===== config.mk =====
export PLATFORM = sky130hd
export DESIGN_NAME = alu_operand_entry
export DESIGN_NICKNAME = d
export VERILOG_FILES = /design/src/rtl/alu_entry_pkg.sv /design/src/rtl/alu_operand_entry_button_debounce.sv /design/src/rtl/alu_operand_entry.sv
export SDC_FILE = /design/constraint.sdc
export NUM_CORES = 1
export LEC_CHECK = 0
export CORE_UTILIZATION = 50
export CTS_BUF_LIST = sky130_fd_sc_hd__clkbuf_8
export DETAILED_ROUTE_END_ITERATION = 10
export GPL_TIMING_DRIVEN = 0
export HOLD_SLACK_MARGIN = 0.06
export PLACE_DENSITY_LB_ADDON = 0.12
export SYNTH_ARGS = -nofsm -noshare
export SYNTH_HDL_FRONTEND = slang
export SYNTH_SLANG_ARGS = --single-unit

===== constraint.sdc =====
create_clock -name clk -period 2 [get_ports clk]
set_clock_uncertainty 0.15 [all_clocks]
set_input_delay 0.2 -clock clk [delete_from_list [all_inputs] [get_ports clk]]
set_output_delay 0.2 -clock clk [all_outputs]
set_load 0.005 [all_outputs]

===== src/rtl/alu_entry_pkg.sv =====
// Shared definitions for the ALU operand entry front end: stage encoding,
// operand/opcode widths and the number of nibbles making up each field.
package alu_entry_pkg;

    localparam int OPERAND_W  = 16;
    localparam int OPCODE_W   = 8;
    localparam int A_NIBBLES  = 4;
    localparam int B_NIBBLES  = 4;
    localparam int OP_NIBBLES = 2;
    localparam int NIB_CNT_W  = 3;

    // Stage encoding is visible on the LEDs, so the values are fixed.
    typedef enum logic [2:0] {
        ST_ENTER_A     = 3'd0,
        ST_ENTER_B     = 3'd1,
        ST_ENTER_OP    = 3'd2,
        ST_ENTER_CARRY = 3'd3,
        ST_VALID       = 3'd4
    } stage_t;

    // Append a nibble at the least-significant end; entry is MSB-nibble first.
    function automatic logic [OPERAND_W-1:0] shift_in(
        input logic [OPERAND_W-1:0] cur,
        input logic [3:0]           nib
    );
        return {cur[OPERAND_W-5:0], nib};
    endfunction

endpackage


===== src/rtl/alu_operand_entry_button_debounce.sv =====
// Button conditioner: two-flop synchronizer, stability counter, debounced
// level and a single-cycle press pulse on the debounced rising edge.
// The pulse lands DEBOUNCE_CYCLES+2 cycles after the first clock edge that
// samples the raw input high.
module button_debounce #(
    parameter int DEBOUNCE_CYCLES = 250000,
    parameter int CNT_W           = 18
) (
    input  logic clk,
    input  logic rst_n,
    input  logic raw,
    output logic press
);

    logic             sync1;
    logic             sync2;
    logic             level;
    logic             level_d;
    logic [CNT_W-1:0] cnt;

    // Synchronize, count disagreement cycles, flip level once stable, detect rise.
    always_ff @(posedge clk or negedge rst_n) begin
        if (!rst_n) begin
            sync1   <= 1'b0;
            sync2   <= 1'b0;
            level   <= 1'b0;
            level_d <= 1'b0;
            cnt     <= '0;
            press   <= 1'b0;
        end else begin
            sync1   <= raw;
            sync2   <= sync1;
            if (sync2 == level) begin
                cnt <= '0;
            end else if (cnt == CNT_W'(DEBOUNCE_CYCLES - 1)) begin
                level <= ~level;
                cnt   <= '0;
            end else begin
                cnt <= cnt + CNT_W'(1);
            end
            level_d <= level;
            press   <= level & ~level_d;
        end
    end

endmodule


===== src/rtl/alu_operand_entry.sv =====
// Operand writer for the ALU: collects A, B and the opcode one nibble at a
// time (MSB nibble first) from debounced buttons, then offers the operation
// with a valid/ready handshake, holding a/b/opcode/carry_in until accepted.
// Build option CARRY_ENTRY_EN adds a carry entry step after the opcode;
// without it carry_in is tied to 0.
//
// state          | meaning
// ---------------+-----------------------------------------------
// ST_ENTER_A     | collecting 4 nibbles of operand A
// ST_ENTER_B     | collecting 4 nibbles of operand B
// ST_ENTER_OP    | collecting 2 nibbles of the opcode
// ST_ENTER_CARRY | one press captures sw[0] as carry (option only)
// ST_VALID       | operation offered, waiting for op_ready
module alu_operand_entry
    import alu_entry_pkg::*;
#(
    parameter int DEBOUNCE_CYCLES = 250000,
    parameter int CNT_W           = 18
) (
    input  logic                 clk,
    input  logic                 rst_n,
    input  logic [3:0]           sw,
    input  logic                 btn_enter,
    input  logic                 btn_clear,
    output logic [OPERAND_W-1:0] a,
    output logic [OPERAND_W-1:0] b,
    output logic [OPCODE_W-1:0]  opcode,
    output logic                 carry_in,
    output logic                 op_valid,
    input  logic                 op_ready,
    output logic [2:0]           stage,
    output logic [OPERAND_W-1:0] shadow
);

    stage_t                 state;
    logic [NIB_CNT_W-1:0]   nib_cnt;
    logic                   enter_p;
    logic                   clear_p;
    logic                   field_last;
    logic [OPERAND_W-1:0]   nib_next;

    button_debounce #(
        .DEBOUNCE_CYCLES(DEBOUNCE_CYCLES),
        .CNT_W          (CNT_W)
    ) u_enter_db (
        .clk  (clk),
        .rst_n(rst_n),
        .raw  (btn_enter),
        .press(enter_p)
    );

    button_debounce #(
        .DEBOUNCE_CYCLES(DEBOUNCE_CYCLES),
        .CNT_W          (CNT_W)
    ) u_clear_db (
        .clk  (clk),
        .rst_n(rst_n),
        .raw  (btn_clear),
        .press(clear_p)
    );

    assign nib_next = shift_in(shadow, sw);
    assign stage    = state;

    // Flag the press that completes the field being entered in this state.
    always_comb begin
        field_last = 1'b0;
        case (state)
            ST_ENTER_A:  field_last = (nib_cnt == NIB_CNT_W'(A_NIBBLES - 1));
            ST_ENTER_B:  field_last = (nib_cnt == NIB_CNT_W'(B_NIBBLES - 1));
            ST_ENTER_OP: field_last = (nib_cnt == NIB_CNT_W'(OP_NIBBLES - 1));
            default:     field_last = 1'b0;
        endcase
    end

`ifndef CARRY_ENTRY_EN
    assign carry_in = 1'b0;
`endif

    // Entry sequencer: clear has priority over enter and over the handshake.
    always_ff @(posedge clk or negedge rst_n) begin
        if (!rst_n) begin
            state    <= ST_ENTER_A;
            nib_cnt  <= '0;
            shadow   <= '0;
            a        <= '0;
            b        <= '0;
            opcode   <= '0;
            op_valid <= 1'b0;
`ifdef CARRY_ENTRY_EN
            carry_in <= 1'b0;
`endif
        end else if (clear_p) begin
            state    <= ST_ENTER_A;
            nib_cnt  <= '0;
            shadow   <= '0;
            op_valid <= 1'b0;
        end else begin
            case (state)
                ST_ENTER_A: begin
                    if (enter_p) begin
                        if (field_last) begin
                            a       <= nib_next;
                            shadow  <= '0;
                            nib_cnt <= '0;
                            state   <= ST_ENTER_B;
                        end else begin
                            shadow  <= nib_next;
                            nib_cnt <= nib_cnt + NIB_CNT_W'(1);
                        end
                    end
                end
                ST_ENTER_B: begin
                    if (enter_p) begin
                        if (field_last) begin
                            b       <= nib_next;
                            shadow  <= '0;
                            nib_cnt <= '0;
                            state   <= ST_ENTER_OP;
                        end else begin
                            shadow  <= nib_next;
                            nib_cnt <= nib_cnt + NIB_CNT_W'(1);
                        end
                    end
                end
                ST_ENTER_OP: begin
                    if (enter_p) begin
                        if (field_last) begin
                            opcode  <= nib_next[OPCODE_W-1:0];
                            shadow  <= '0;
                            nib_cnt <= '0;
`ifdef CARRY_ENTRY_EN
                            state   <= ST_ENTER_CARRY;
`else
                            state    <= ST_VALID;
                            op_valid <= 1'b1;
`endif
                        end else begin
                            shadow  <= nib_next;
                            nib_cnt <= nib_cnt + NIB_CNT_W'(1);
                        end
                    end
                end
`ifdef CARRY_ENTRY_EN
                ST_ENTER_CARRY: begin
                    if (enter_p) begin
                        carry_in <= sw[0];
                        state    <= ST_VALID;
                        op_valid <= 1'b1;
                    end
                end
`endif
                ST_VALID: begin
                    if (op_valid && op_ready) begin
                        op_valid <= 1'b0;
                        state    <= ST_ENTER_A;
                    end
                end
                default: begin
                    state    <= ST_ENTER_A;
                    nib_cnt  <= '0;
                    shadow   <= '0;
                    op_valid <= 1'b0;
                end
            endcase
        end
    end

endmodule


# Yosys cells after proc, flatten, opt, wreduce, memory -nomap -nowiden
# Index checks and enable logic that the tools add are counted.
# totals
regBits	109
in_bits	9
# op_classes
add_sub_neg	3
n_eq_ne	19
muxes	27
n_bitwise	9
n_reduce_logical	12
# op_table
cell	n
18-bit two-way mux	4
16-bit two-way mux	3
18-bit by 1-bit adder with 18-bit output, second input constant	2
18-bit == test, second input constant	2
3-bit two-way mux	11
16-bit one-hot mux with 2 select lines	1
4-bit AND reduction	4
3-bit by 1-bit != test with 1-bit output, second input constant	4
3-bit by 2-bit != test with 1-bit output, second input constant	4
3-bit one-hot mux with 4 select lines	1
1-bit NOT	7
7-bit AND reduction	1
3-bit by 1-bit == test with 1-bit output, second input constant	2
3-bit by 2-bit == test with 1-bit output, second input constant	2
3-bit one-hot mux with 2 select lines	1
2-bit AND reduction	3
1-bit two-way mux	4
2-bit by 1-bit != test with 1-bit output, second input constant	2
3-bit by 1-bit adder with 3-bit output, second input constant	1
3-bit == test, second input constant	1
3-bit zero test	1
1-bit one-hot mux with 3 select lines	1
3-bit OR reduction	1
1-bit bitwise AND	2
4 further kinds	5

# Depth between registers and ports, before layout
# logic_depth
word_depth	7
mapped_depth	7
depth_no_buf	5

# By module
# From an unflattened synthesis, not the netlist that was laid out.
# unflattened
cells_unflattened	378
area_unflattened_um2	4784.6
# modules_own_cells
mod	n_inst	cells_per_inst	area_per_inst_um2	seq_area_each_um2
alu_operand_entry	1	175	2615.0	1576.5
button_debounce at u_clear_db	1	101	1086.0	575.6
button_debounce at u_enter_db	1	102	1083.5	575.6

# Worst setup path after synthesis
# OpenSTA, ideal clock, no wires.
# synth_path
kind	register to register
from	reg u_enter_db.cnt[13]
to	reg u_enter_db.level
arrival_time_ns	1.849
slack_ns	-0.124
path_stages_with_launch	5
synth_period_minus_slack_ns	2.124
path_cell_list	dfrtp_1 -> or4b_1 -> or4_4 -> nor2_1 -> mux2_2
# synth_between
elab_chain_cells	2
# synth_rtl
item	line_no	rtl
from (decl)	alu_operand_entry_button_debounce.sv:19	logic [CNT_W-1:0] cnt;
from (signal assigned)	alu_operand_entry_button_debounce.sv:39	cnt <= cnt + CNT_W'(1);
18-bit == test	alu_operand_entry_button_debounce.sv:35	end else if (cnt == CNT_W'(DEBOUNCE_CYCLES - 1)) begin
2-bit AND reduction (no line)	-	
to (signal assigned)	alu_operand_entry_button_debounce.sv:36	level <= ~level;
to (decl)	alu_operand_entry_button_debounce.sv:17	logic level;
# No other way between the ends.
# A chain may end at the register's enable or synchronous reset.

# Worst setup path in the final report
# layout_path
from	reg u_enter_db.cnt[6]
to	reg u_enter_db.level
# Same word-level chain as after synthesis.

==> metrics.txt <==
worst hold path type in2reg; Yosys warning count 0; Slew @ Worst Pin 0.783 ns; path depth of the worst reg2reg path 4; average routed wire per standard cell 15.9 um; DR WL met3 401 um; RSZ-0062 raised after global routing yes; Residual DRC 5; core area 0.00885 sq mm; cell count along the critical path 4; highest metal used met4; Min-Delay Startpoint btn_enter; R2R Path End u_enter_db.level$_DFFE_PN0P_; Clock power frac 28.9%; CTS Root Cell clkbuf_8; register area share after synthesis 58.7%; CP Class reg2reg; I/O pins 70; Synth Area per Inst 11.5 sq um; Slowest-stage cell, CP or4_4; worst reg2reg setup slack -0.18 ns; Setup crit end kind flop; sw frac 26.4%; vias in the first global route 3271; Final Hold Fails 0; wl on met1 4430 um; final setup vio count 19; Seq pwr share 60.1%; Post-Syn Instances 403; Post-synth EDFFs 0; Pleak 2.63 nW; routability congestion estimate 0.814; Synth cell types 44; Worst Hold Path EP u_enter_db.sync1$_DFF_PN0_; WP data arrival 2.29 ns; most common cell in the netlist dfrtp_1; Diodes inserted 0; worst skew pair latency 0.36 ns; Finished Cell Area 0.00609 sq mm; P per Cell Area 684 mW/mm^2; worst-path fanout max 2; hold path depth 1; slack of the critical path -0.184 ns; dpl hpwl 6260 um; Async SR Flop Fraction 100%; width of the die 98.4 um; first-pass GRT wire length 16500 um; top cell type's share of synthesized area 58.7%; NetSw 1.10 mW; crit path launch type flop; DIE AREA 0.00969 sq mm; CTS max path bufs 2; critical-path cell list or4b_1 -> or4_4 -> nor2_1 -> mux2_2; fmax 458 MHz; Mapped Area 0.00465 sq mm; peak supply drop 0.000429 V; Rows 34; largest area contributor in the netlist dfrtp_1; Die Span Y 98.4 um; synth cell count leaders 109 x dfrtp_1, 46 x nand2_1, 42 x mux2_2; synth top area cells dfrtp_1 59%, mux2_2 10%, xnor2_1 4.0%; post-synthesis register bit count 109; Comb power frac 11.0%; Tmin final 2.18 ns; CTS H-Tree Depth 3; antenna violations before repair 0; CTS buffer count 9; clock-pin slew on the worst setup and hold paths 0.10 ns; Max Cap Viol 0; input/output buffers 68; CTS tree done; FF-to-FF Start u_enter_db.cnt[6]$_DFF_PN0_; layout cells sized above 1 25.4%; Worst Path Buf+Inv 0; met2 WL 4960 um; global route total overflow 0; failing checks design-rule violations, negative setup slack; status finished, violations left; total wire length 9910 um; area growth from synthesis to layout 31.0%; crit-path leading delay family simple AND/OR/NAND/NOR gates; nets 522; Int Power 3.07 mW; largest net degree at the start of global routing 62; DRT iter0 DRCs 117; placed inst area 0.00549 sq mm; vias per cell 5.47; CTS sink count 109; Worst path max stage delay 0.55 ns; Slew HR 47.8%; Slew Viols, Final 0; final worst-path cycle share 109%; PnR Total Power 4.16 mW; TritonRoute pass-1 iters 10; Critical Path RT 2.11 ns; Initial Utilization 52.5%; Primary FF master, synth dfrtp_1; Synth Net Count 415; total track usage 21.6%; DR vias 3409; Antenna Nets Post-Route 0
-- per-stage QoR --
stage	setup TNS, ns	utilization, %	std cells	hold slack (ns)	setup WS (ns)
6_report	-3.15	68.8	623	0.115	-0.184
5_1_grt	-4.39	68.8	623	0.106	-0.232
3_3_place_gp	-394.38	61.8	579	0.190	-3.48
4_1_cts	-2.93	66.5	612	0.101	-0.175
3_5_place_dp	-17.14	62.0	580	0.184	-0.342
2_1_floorplan	-1.18	-	403	-0.246	-0.123
-- how the worst max path moves through the flow --
stage / from / endpoint
finish: u_enter_db.cnt[6]$_DFF_PN0_ / u_enter_db.level$_DFFE_PN0P_
global route: u_enter_db.cnt[6]$_DFF_PN0_ / u_enter_db.cnt[7]$_DFF_PN0_
CTS: u_enter_db.cnt[6]$_DFF_PN0_ / u_enter_db.level$_DFFE_PN0P_
detailed placement: nib_cnt[0]$_DFFE_PN0P_ / a[9]$_DFFE_PN0P_
global placement: rst_n / u_enter_db.cnt[10]$_DFF_PN0_
floorplan: u_enter_db.cnt[6]$_DFF_PN0_ / u_enter_db.level$_DFFE_PN0P_
-- layout by cell type (no fill, tap or decap), types with 2 or more instances in the layout --
cell type        instances
nor4_2                   2
mux2_4                  16
clkdlybuf4s50_1         67
xor2_1                   9
ha_1                     3
clkbuf_4                 2
a21oi_1                  5
mux2_2                  26
buf_2                    3
nand4_1                  7
buf_4                   26
dfrtp_1                103
nor2b_1                  3
or4_4                    2
o31ai_1                  4
o21a_1                   2
buf_6                    6
dfrtp_2                  6
inv_1                    7
nor2_1                  31
clkinv_4                 2
o21ai_0                 22
nor3_1                   5
nand2_2                  2
nand4b_1                 2
or3_1                    3
nand2_1                 44
nand3b_1                 4
xnor2_1                 21
clkinvlp_4               2
nand3_1                 12
or4_1                    5
nor3b_1                  3
a21oi_2                  3
nor4_1                  10
clkinv_2                 2
nor2_2                   8
clkbuf_8                 9
-- power groups by stage --
| stage | sequential [mW] | clock, mW | combinational, mW |
|---|---|---|---|
| final | 2.50 | 1.20 | 0.458 |
| after global routing | 2.53 | 1.34 | 0.505 |
| after CTS | 2.50 | 1.24 | 0.459 |
| after detailed placement | 2.54 | 0 | 0.442 |
| after global placement | 2.54 | 0 | 0.425 |
| after floorplan | 2.50 | 0 | 0.112 |
-- timing repair --
item / CTS / global route
resized for setup: 27 / 39
setup buffers: 16 / 10
endpoints found under the hold margin: 60 / 0
hold buffers: 1 / 0
pin swaps: 12 / 8
cloned: 1 / 1
endpoints found under the setup margin: 86 / 75
-- worst register-to-register path: cells and delay by family (launching register included) --
family | cells | cell delay (ns)
AND/OR/NAND/NOR | 3 | 1.18
flip-flops | 1 | 0.41
multiplexers | 1 | 0.34
-- cell type report --
cell class,instances,area (sq um)
Sequential cell,109,2740
Clock inverter,7,51.3
Tap cell,108,135
Inverter,7,26.3
Clock buffer,9,124
Multi-Input combinational cell,273,1960
Buffer,12,92.6
Fill cell,655,2760
Timing Repair Buffer,98,962
-- metal layers --
metal  global-route usage, %  vias up
met5                       0        -
met4                    6.89        0
met3                    4.33       12
met2                    35.4       86
met1                    29.3     1699
li1                        -     1612
-- logic make-up (layout without fill, tap and decap cells) --
family / count (synthesis) / count (layout) / synth area share [%]
adder cells (fa/ha/maj): 3 / 3 / 0.807
buffers and inverters: 21 / 133 / 2.07
XOR/XNOR: 30 / 30 / 5.65
flip-flops: 109 / 109 / 58.7
multiplexers: 42 / 42 / 10.2
AO/OA/AOI/OAI: 45 / 45 / 6.32
AND/OR/NAND/NOR: 152 / 152 / 16.2
other: 1 / 1 / 0.0807
-- sequential cells by signal (all words and copies together), names as in the netlist, 3 cells and up --
name and flops:
stage 3, nib_cnt 3, a 16, opcode 8, shadow 16, b 16
u_enter_db.cnt 18, u_clear_db.cnt 18
No activity file was read; power rests on OpenSTA's default activity.
